`src/rtl/frame_sched_pkg.sv`:
```
// Shared types and default constants for the camera frame transmit scheduler.
package frame_sched_pkg;

  typedef enum logic [2:0] {
    IDLE,
    ARM,
    CAPTURE,
    GUARD,
    FETCH,
    SEND,
    GAP,
    NEXT
  } sched_state_t;

  localparam int FRAME_BYTES_DEFAULT     = 6144;
  localparam int CLKS_PER_BIT            = 1085;
  localparam int BYTE_GAP_CYCLES_DEFAULT = 10 * CLKS_PER_BIT;

  // Width for a counter that must hold 0..max_count-1.
  function automatic int cnt_width(input int max_count);
    return (max_count < 2) ? 1 : $clog2(max_count);
  endfunction

endpackage

```
`src/rtl/vs_edge_sync.sv`:
```
// Brings camera VSYNC into the Clk domain and produces one-cycle rise/fall strobes.
module vs_edge_sync
  import frame_sched_pkg::*;
(
  input  logic Clk,
  input  logic Rst,
  input  logic vs_async,
  output logic vs_rise,
  output logic vs_fall
);

  logic vs_p0, vs_p1, vs_p2;

  always_ff @(posedge Clk or posedge Rst) begin
    if (Rst) begin
      vs_p0 <= 1'b0;
      vs_p1 <= 1'b0;
      vs_p2 <= 1'b0;
    end else begin
      vs_p0 <= vs_async;
      vs_p1 <= vs_p0;
      vs_p2 <= vs_p1;
    end
  end

  // vs_p0/vs_p1 are the synchronizer pair; vs_p2 is the history flop for edges
  assign vs_rise = vs_p1 & ~vs_p2;
  assign vs_fall = ~vs_p1 & vs_p2;

endmodule

```
`src/rtl/frame_tx_scheduler.sv`:
```
// Arms one-frame capture on request, then streams the frame buffer to the UART
// transmitter byte by byte over a valid/ready handshake.
module frame_tx_scheduler
  import frame_sched_pkg::*;
#(
  parameter int BYTES_PER_FRAME = FRAME_BYTES_DEFAULT,
  parameter int ADDR_W          = 15,
  parameter int PRE_SEND_CYCLES = 62500,
  parameter int BYTE_GAP_CYCLES = BYTE_GAP_CYCLES_DEFAULT
) (
  input  logic              Clk,
  input  logic              Rst,
  input  logic              i_VS,
  input  logic              i_Start,
  input  logic              i_Continuous,
  input  logic [7:0]        i_Rd_Data,
  input  logic              i_Tx_Ready,
  output logic              o_Capture_En,
  output logic [ADDR_W-1:0] o_Rd_Addr,
  output logic              o_Tx_Valid,
  output logic [7:0]        o_Tx_Data,
  output logic              o_Busy,
  output logic              o_Frame_Done,
  output logic [7:0]        o_Frame_Count
);

  localparam int CNT_MAX = (PRE_SEND_CYCLES > BYTE_GAP_CYCLES) ? PRE_SEND_CYCLES : BYTE_GAP_CYCLES;
  localparam int CNT_W   = cnt_width(CNT_MAX);

  localparam logic [ADDR_W-1:0] LAST_ADDR = ADDR_W'(BYTES_PER_FRAME - 1);
  localparam logic [CNT_W-1:0]  PRE_LAST  = CNT_W'((PRE_SEND_CYCLES > 0) ? PRE_SEND_CYCLES - 1 : 0);
  localparam logic [CNT_W-1:0]  GAP_LAST  = CNT_W'((BYTE_GAP_CYCLES > 0) ? BYTE_GAP_CYCLES - 1 : 0);

  sched_state_t     state, state_nxt;
  logic [CNT_W-1:0] cnt;
  logic             fetch_ph;
  logic             vs_rise, vs_fall;
  logic             more_bytes;

  vs_edge_sync u_vs_sync (
    .Clk      (Clk),
    .Rst      (Rst),
    .vs_async (i_VS),
    .vs_rise  (vs_rise),
    .vs_fall  (vs_fall)
  );

  assign more_bytes = (o_Rd_Addr < LAST_ADDR);

  always_comb begin
    state_nxt = state;
    case (state)
      IDLE:    if (i_Start || i_Continuous) state_nxt = ARM;
      ARM:     if (vs_fall) state_nxt = CAPTURE;
      CAPTURE: if (vs_rise) state_nxt = GUARD;
      GUARD:   if (cnt == PRE_LAST) state_nxt = FETCH;
      FETCH:   if (fetch_ph) state_nxt = SEND;
      SEND:    if (i_Tx_Ready) state_nxt = (BYTE_GAP_CYCLES == 0) ? NEXT : GAP;
      GAP:     if (cnt == GAP_LAST) state_nxt = NEXT;
      NEXT: begin
        if (more_bytes)        state_nxt = FETCH;
        else if (i_Continuous) state_nxt = ARM;
        else                   state_nxt = IDLE;
      end
      default: state_nxt = IDLE;
    endcase
  end

  always_ff @(posedge Clk or posedge Rst) begin
    if (Rst) state <= IDLE;
    else     state <= state_nxt;
  end

  // GUARD and GAP share one counter, cleared whenever the state changes
  always_ff @(posedge Clk or posedge Rst) begin
    if (Rst) begin
      cnt           <= '0;
      fetch_ph      <= 1'b0;
      o_Rd_Addr     <= '0;
      o_Tx_Data     <= 8'd0;
      o_Frame_Count <= 8'd0;
    end else begin
      if (state != state_nxt)
        cnt <= '0;
      else if (state == GUARD || state == GAP)
        cnt <= cnt + CNT_W'(1);

      fetch_ph <= (state == FETCH) ? ~fetch_ph : 1'b0;

      if (state == FETCH && fetch_ph)
        o_Tx_Data <= i_Rd_Data;

      if (state == NEXT) begin
        if (more_bytes) begin
          o_Rd_Addr <= o_Rd_Addr + ADDR_W'(1);
        end else begin
          o_Rd_Addr     <= '0;
          o_Frame_Count <= o_Frame_Count + 8'd1;
        end
      end
    end
  end

  assign o_Capture_En = (state == CAPTURE);
  assign o_Tx_Valid   = (state == SEND);
  assign o_Busy       = (state != IDLE);
  assign o_Frame_Done = (state == NEXT) && !more_bytes;

endmodule

```
`config.mk`:
```
export PLATFORM = sky130hd
export DESIGN_NAME = frame_tx_scheduler
export DESIGN_NICKNAME = d
export VERILOG_FILES = /design/src/rtl/frame_sched_pkg.sv /design/src/rtl/vs_edge_sync.sv /design/src/rtl/frame_tx_scheduler.sv
export SDC_FILE = /design/constraint.sdc
export NUM_CORES = 1
export LEC_CHECK = 0
export ABC_AREA = 1
export CAP_MARGIN = 20
export CORE_MARGIN = 3
export CORE_UTILIZATION = 31
export DETAILED_ROUTE_END_ITERATION = 6
export SYNTH_ARGS = -nofsm -noshare
export SYNTH_HDL_FRONTEND = slang
export SYNTH_SLANG_ARGS = --single-unit
```
`constraint.sdc`:
```
create_clock -name Clk -period 2.05 [get_ports Clk]
set_input_delay 0.41 -clock Clk [delete_from_list [all_inputs] [get_ports Clk]]
set_output_delay 0.41 -clock Clk [all_outputs]
set_load 0.005 [all_outputs]
```
==> results of run 1 <==
worst paths after layout:
path | from | end | cells after the start
worst max-delay path | state[1] | o_Busy | 4
worst min-delay path | u_vs_sync.vs_p0 | u_vs_sync.vs_p1 | 0
worst max register to register | state[1] | cnt[13] | 10
worst min register to register | u_vs_sync.vs_p0 | u_vs_sync.vs_p1 | 0
max in group asynchronous | Rst | state[2] | 3
min in group asynchronous | Rst | o_Rd_Addr[13] | 3
metal layers:
metal	vias to the layer above	GRT usage [%]	wire length, µm
met3	2	2.548	185
met1	1095	16.57	2797
met2	25	20.22	2881
li1	1189	-	-
met4	0	2.761	25
met5	-	0	0
area by class of cell:
cell class                 count  area (µm²)  share of cell area (%)
sequential                    54        1354                   36.64
multi-input combinational    236        1311                   35.49
timing repair buffer          66       626.9                   16.97
inverter                      46       172.7                   4.673
tap                          108       135.1                   3.657
clock buffer                   7       86.33                   2.337
clock inverter                 1       8.758                  0.2370
cell families after synthesis:
kind of cell             Yosys count  synth area share, %
AO/OA/AOI/OAI                     18                3.386
AND/OR/NAND/NOR                  191                32.76
XOR/XNOR                          23                7.080
buffers and inverters             50                7.520
adder cells (fa/ha/maj)            4                1.759
flip-flops                        54                47.49
sequential cells by signal (all words and copies together), names as in the netlist:
signal	flops
u_vs_sync.vs_p2	1
fetch_ph	1
cnt	16
o_Frame_Count	8
state	3
u_vs_sync.vs_p0	1
u_vs_sync.vs_p1	1
o_Rd_Addr	15
o_Tx_Data	8
repair_timing:
item,in CTS,in global routing
endpoints found under the hold margin,0,0
setup buffers,3,2
pin swaps,2,0
setup endpoints to repair,3,3
gates resized for setup,6,5
report_power, final:
part           internal (mW)  total (mW)  switching (mW)
combinational         0.0264      0.0534          0.0270
clock                  0.280       0.631           0.351
sequential              1.07        1.07         0.00113
total                   1.37        1.75           0.379
stage by stage:
| stage | setup TNS (ns) | util [%] |
|---|---|---|
| CTS | 0 | 41.56 |
| global placement | 0 | 40.08 |
| global route | -0.004483 | 41.96 |
| detailed placement | 0 | 40.08 |
| floorplan | 0 | - |
| finish | 0 | 41.96 |
synth_stat cells (2+ instances only):
cell type / n
nand3_2: 3
nand4_1: 5
nand2_2: 7
inv_2: 6
o21ai_1: 2
inv_1: 40
a21oi_1: 8
nand2_1: 85
xnor2_1: 5
ha_1: 4
nor3_1: 12
nand3_1: 15
nor3_2: 3
dfrtp_1: 54
o21ai_0: 6
nor2_2: 8
nor2_4: 9
xor2_1: 18
nor2_1: 38
buf_2: 2
worst register-to-register path, stage by stage, from the launching register on:
cell	delay, ns
dfrtp_2	0.42
buf_4	0.16
nand2_2	0.06
inv_2	0.06
nand2_2	0.06
nand2_2	0.14
nand4_2	0.18
nor2_2	0.17
nand2_1	0.08
xor2_1	0.24
nor2_4	0.06
==> reports/metrics.sh, run 1 <==
STATUS='finished clean'
GRT_FIRST_PASS_WIRELENGTH_MM=10.33
YOSYS_MOST_USED_DFF='dfrtp_1'
LAYOUT_COMMON_CELLS='nand2_1, dfrtp_1, clkdlybuf4s50_1, inv_1, nor2_1'
HOLD_PATH.CLASS='register to register'
DESIGN_POWER_TOTAL_mW=1.753
SETUP.WORST_PATH.END_CLASS='primary output'
CRITPATHMAXFANOUT=5
ROUTABILITYCONGESTION=0.8398
WORST-ENDPOINT-ARRIVAL_NS=1.56
DIE_WIDTH_UM=101.8
AREA_GROWTH_PCT=29.86
DRIVE_GT1_SHARE_PCT=17.80
POST_LAYOUT_NONFILLER_INSTANCES=518
SETUP_VIOL=0
CPPEAKSTAGEDELAY_NS=0.46
AVGSYNTHCELLAREA_UM2=8.368
FIRST_PASS_DRT_ITERATIONS=4
ANTENNA_VIOLATIONS_BEFORE_REPAIR=0
CLKTRANSATPATHREGS_NS=0.10
NUMBER_OF_ROWS_CREATED_AT_FLOORPLAN=34
ROUTED-VIA-COUNT=2311
CLKLATENCYLATEPIN_NS=0.30
POWER_PER_CELL_AREA_nW_PER_UM2=474.4
LARGEST_NET_DEGREE_AT_THE_START_OF_GLOBAL_ROUTING=55
POSTROUTEWIRELENGTH_MM=5.889
DRC=0
MAX_CAP_VIOLS=0
NUMCTSBUFFERS=5
REPORT.FINAL.HOLD_VIOL_COUNT=0
DPL_WORST_SLACK_NS=0.06536
CRITICAL_PATH.CELL_CHAIN='buf_4, nor2_2, nand2_1, clkdlybuf4s50_1'
ALL_LAYER_GLOBAL_ROUTING_USAGE_PCT=12.25
WORST_SLEW_PIN_SLEW_NS=0.2925
SYNTH_TOP_AREA_SHARE_PCT=47.49
LAYOUT.CELLS.MOST_COMMON='nand2_1'
CRITPATHREQUIREDTIME_NS=1.64
FMAX_GHz=0.5080
DIEHEIGHT_UM=101.8
FINAL.SETUP.WORST_SLACK_NS=0.08139
TOP_LEVEL_PORTS=49
CRITICAL_PATH.SLOWEST_CELL='clkdlybuf4s50_1'
FIN_CRIT_NS=1.969
YS_TYPES=30
SYNTH_WARNINGS=0
SYN_NETS=358
CTS-HOLD-FIX-BUFFERS=0
FLOORPLAN.DIE_AREA_UM2=10360
YS_SEQ_AREA_SHARE_PCT=47.49
YS_TOP_CELLS_BY_AREA='dfrtp_1, nand2_1, xor2_1, inv_1, nor2_1'
CTS-ROOT-BUF='clkbuf_8'
FINISH.NET_COUNT=427
FIRST_GLOBAL_VIAS=2285
PLACE_INST=505
PLACE_HPWL_MM=4.363
ANT_DIODES=0
SLEW-LIMIT-HEADROOM_PCT=80.50
TYPE_OF_ELEMENT_LAUNCHING_THE_CRITICAL_PATH='register'
CP.BUFFERS_INVERTERS=2
ROUTEDWLPERCELL_UM=11.37
NUMBER_OF_CELLS_PRODUCED_BY_SYNTHESIS=340
POST_SYNTH_EDFFS=0
GRT-OVFL-TOTAL=0
SYNTH.LARGEST_AREA_CELL='dfrtp_1'
ASYNC_FLOP_SHARE_PCT=100.0
LEAK_PWR_nW=1.681
DRT-VIAS-PER-INSTANCE=4.461
POSTSYNTHREGISTERBITS=54
CTS_TREE='done'
NUMCLOCKSINKS=54
PATH_CLASS='register to primary output'
SYNTH_AREA_UM2=2845
CLOCK_SKEW_NS=0.005066
NUMPORTBUFFERS=48
FIN_AREA_UM2=3695
FINALMAXSLEWVIOLATIONS=0
CELL_AREA_AFTER_PLACEMENT_UM2=3530
FILLERS=904
HOLDWS_NS=0.3627
CPLARGESTDELAYFAMILY='buffers and inverters'
IRDROPWORSTVDD_mV=0.2326
FLOORPLAN.CORE_AREA_UM2=8806
INITIAL_CORE_UTIL_PCT=32.31
DRT.ANTENNA.VIOLATING_NETS=0
CTSLONGESTPATHBUFFERS=2
LAYOUT_WORST_PATH_CYCLE_SHARE_PCT=96.03
INITIALDRTVIOLATIONCOUNT=57
CTS_H_TREE_DEPTH=2
FF2FF_SETUP_SLACK_NS=0.30
Note: power is estimated with default switching activity, not from simulation.
==> inputs of run 2 (changes only) <==
--- a/config.mk
+++ b/config.mk
@@ -7,9 +7,10 @@
 export LEC_CHECK = 0
 export ABC_AREA = 1
 export CAP_MARGIN = 20
-export CORE_MARGIN = 3
+export CORE_MARGIN = 2
 export CORE_UTILIZATION = 31
 export DETAILED_ROUTE_END_ITERATION = 6
+export MAX_ROUTING_LAYER = met4
 export SYNTH_ARGS = -nofsm -noshare
 export SYNTH_HDL_FRONTEND = slang
 export SYNTH_SLANG_ARGS = --single-unit
==> run 2 against run 1 <==
Compared with the run above: die area shrank 3.9%; final area grew 0.41%; routed wire length grew 0.66%; combinational power shrank 0.9%; clock-buffer cell count is the same; sequential share of layout area shrank 0.11 points; critical path depth grew 1; critical endpoint is now o_Tx_Valid; first-iteration DRC count grew 3.5%; largest cell class unchanged; worst setup slack gained 0.014 ns; largest power group unchanged.
==> reports/metrics.sh, run 2 (synthesis results as in run 1) <==
LARGEST-REGISTER='cnt'
P_INT_mW=1.404  # +2.2%
FLOORPLAN.CORE_AREA_UM2=8806  # unchanged
DIEHEIGHT_UM=99.80  # -2.0%
NUMBER_OF_ROWS_CREATED_AT_FLOORPLAN=34  # unchanged
ALL_LAYER_GLOBAL_ROUTING_USAGE_PCT=13.32  # +1.1 points
LEAK_PWR_nW=1.711  # +1.8%
LAYOUT_WORST_PATH_CYCLE_SHARE_PCT=95.34  # -0.68 points
WORSTREG2REGSTART='cnt[0]'
NUMCLOCKSINKS=54  # unchanged
ROUTABILITYCONGESTION=0.8514  # +1.4%
WORST_HOLD_PATH.ENDPOINT='u_vs_sync.vs_p1'
CTS_TREE='done'
FINAL_TNS_SETUP_NS=0  # unchanged
TOTAL_SWITCHING_POWER_mW=0.3915  # +3.3%
CLKLATENCYLATEPIN_NS=0.32  # +0.02 ns
PLACE_INST=505  # unchanged
PATH_CLASS='register to primary output'
SEQ_POWER_SHARE_PCT=59.5  # -1.4 points
POST_LAYOUT_NONFILLER_INSTANCES=519  # +0.19%
DRC=0  # unchanged
CTSLONGESTPATHBUFFERS=2  # unchanged
AREA_GROWTH_PCT=30.39
FILLERS=898  # -0.66%
NUMCTSBUFFERS=5  # unchanged
STATUS='finished clean'
CTS_H_TREE_DEPTH=2  # unchanged
FINALMAXSLEWVIOLATIONS=0  # unchanged
CTS-ROOT-BUF='clkbuf_8'
LARGEST_REGISTER_FF_COUNT=16  # unchanged
TYPE_OF_ELEMENT_LAUNCHING_THE_CRITICAL_PATH='register'
CP.BUFFERS_INVERTERS=3  # +1
LARGEST_NET_DEGREE_AT_THE_START_OF_GLOBAL_ROUTING=55  # unchanged
POWER_PER_CELL_AREA_nW_PER_UM2=484.0  # +2.0%
FINAL_CORE_UTIL_PCT=42.13  # +0.17 points
POWER.COMBINATIONAL.FRACTION_PCT=2.9  # about the same
CRITPATHREQUIREDTIME_NS=1.64  # about the same
DRT.ANTENNA.VIOLATING_NETS=0  # unchanged
CPLARGESTDELAYFAMILY='buffers and inverters'
CPPEAKSTAGEDELAY_NS=0.51  # +0.05 ns
CRITICAL_PATH.CELL_CHAIN='inv_2, nor2_4, nand2_1, inv_1, clkdlybuf4s50_1'
GRT-OVFL-TOTAL=0  # unchanged
DIE_WIDTH_UM=99.80  # -2.0%
FIN_CRIT_NS=1.955  # -0.01404 ns
FIRST_GLOBAL_VIAS=2357  # +3.2%
ANT_DIODES=0  # unchanged
IRDROPWORSTVDD_mV=0.2413  # +3.7%
SETUP.WORST_PATH.END_CLASS='primary output'
FLOORPLAN.DIE_AREA_UM2=9960  # -3.9%
CELL_AREA_AFTER_PLACEMENT_UM2=3530  # unchanged
CRITICAL_PATH.SLOWEST_CELL='clkdlybuf4s50_1'
WORST-ENDPOINT-ARRIVAL_NS=1.54  # -0.02 ns
FMAX_GHz=0.5116  # +0.72%
NUMPORTBUFFERS=48  # unchanged
POWER.CLOCK.FRACTION_PCT=37.6  # +1.6 points
LARGESTREGISTERS='cnt (16), o_Rd_Addr (15)'
DESIGN_POWER_TOTAL_mW=1.796  # +2.4%
FF2FF_SETUP_SLACK_NS=0.21  # -0.09 ns
R2R-END='cnt[5]'
MAX_CAP_VIOLS=0  # unchanged
GRT_FIRST_PASS_WIRELENGTH_MM=10.57  # +2.3%
CLKTRANSATPATHREGS_NS=0.10  # about the same
REPORT.FINAL.HOLD_VIOL_COUNT=0  # unchanged
LAYOUT.CELLS.MOST_COMMON='nand2_1'
FIN_AREA_UM2=3710  # +0.41%
WORST-R2R-CELL-COUNT=12  # +2
FINISH.NET_COUNT=428  # +0.23%
HOLD_PATH.CLASS='register to register'
ROUTEDWLPERCELL_UM=11.42  # +0.47%
TOP_LEVEL_PORTS=49  # unchanged
CRITPATHMAXFANOUT=5  # unchanged
INITIAL_CORE_UTIL_PCT=32.31  # unchanged
DRT-VIAS-PER-INSTANCE=4.568  # +2.4%
ROUTED-VIA-COUNT=2371  # +2.6%
RSZ0062_AT_GRT='false'
POSTROUTEWIRELENGTH_MM=5.928  # +0.66%
WORST_HOLD_PATH.NUM_CELLS=0  # unchanged
SETUP_VIOL=0  # unchanged
FIRST_PASS_DRT_ITERATIONS=4  # unchanged
NETSWITCHINGFRACTION_PCT=21.80  # +0.18 points
SLEW-LIMIT-HEADROOM_PCT=76.14  # -4.4 points
PLACE_HPWL_MM=4.330  # -0.76%
DRIVE_GT1_SHARE_PCT=18.49  # +0.69 points
WORST_SLEW_PIN_SLEW_NS=0.3576  # +0.06514 ns
INITIALDRTVIOLATIONCOUNT=59  # +3.5%
LAYOUT_COMMON_CELLS='nand2_1, dfrtp_1, clkdlybuf4s50_1, inv_1, nor2_1'
ANTENNA_VIOLATIONS_BEFORE_REPAIR=0  # unchanged
HOLD_START='u_vs_sync.vs_p0'
CLOCK_SKEW_NS=0.007007  # +0.001940 ns
## run 2: metrics by stage
| stage | setup WS (ns) | hold WS (ns) |
|---|---|---|
| after CTS | 0.002274 | 0.3607 |
| after global placement | 0.1355 | 0.3392 |
| after detailed placement | 0.09830 | 0.3363 |
| after floorplan | 0.3254 | 0.3312 |
| final | 0.09543 | 0.3579 |
| after global routing | 0.002765 | 0.3839 |
## run 2: cell type report
type	instances	area, µm²	area share (%)
repair buffers	67	636.9	17.17
inverters	46	172.7	4.654
clock inverters	1	8.758	0.2361
flip-flops and latches	54	1355	36.53
well taps	108	135.1	3.643
clock buffers	7	96.34	2.597
multi-input cells	236	1305	35.18
## run 2: worst reg2reg max path, cell delays in order, from the launching register on
cell,delay (ns)
dfrtp_1,0.43
ha_1,0.17
inv_1,0.06
nor3_1,0.15
nand2_1,0.09
nor2_2,0.10
inv_1,0.08
nand2_2,0.08
nand3_1,0.07
nand2_1,0.09
inv_2,0.04
nand2_4,0.28
nor2_1,0.08
## run 2: worst max-delay path by stage
stage,from,endpoint,slack [ns],depth (start not counted)
floorplan,Rst,cnt[0],0.33,1
global placement,o_Rd_Addr[14],o_Frame_Done,0.14,8
detailed placement,i_Tx_Ready,cnt[3],0.1,11
CTS,state[1],o_Tx_Valid,0.002,4
global route,state[0],o_Tx_Valid,0.003,5
finish,state[0],o_Tx_Valid,0.1,5
## run 2: power by group through the flow
stage | Clock, mW | Combinational (mW) | Sequential [mW]
5_1_grt | 0.744 | 0.0604 | 1.07
2_1_floorplan | 0 | 0.0175 | 1.09
4_1_cts | 0.709 | 0.0559 | 1.07
3_3_place_gp | 0 | 0.0556 | 1.09
3_5_place_dp | 0 | 0.0558 | 1.09
6_report | 0.674 | 0.0529 | 1.07
## run 2: repair_timing
| item | CTS | global route |
|---|---|---|
| setup endpoints to repair | 3 | 3 |
| setup buffers | 3 | 3 |
| pin swaps | 3 | 2 |
| gates resized for setup | 5 | 7 |
| hold endpoints to repair | 0 | 0 |
| hold buffers | 0 | 0 |
## run 2: metal layers
| metal | wire, µm | global-route usage [%] | up-vias | part of all wire (%) |
|---|---|---|---|---|
| li1 | - | - | 1188 | - |
| met1 | 2707 | 15.97 | 1139 | 46 |
| met2 | 2993 | 22.97 | 38 | 50 |
| met3 | 174 | 2.646 | 6 | 2.9 |
| met4 | 53 | 3.583 | 0 | 0.89 |
| met5 | 0 | - | - | 0 |
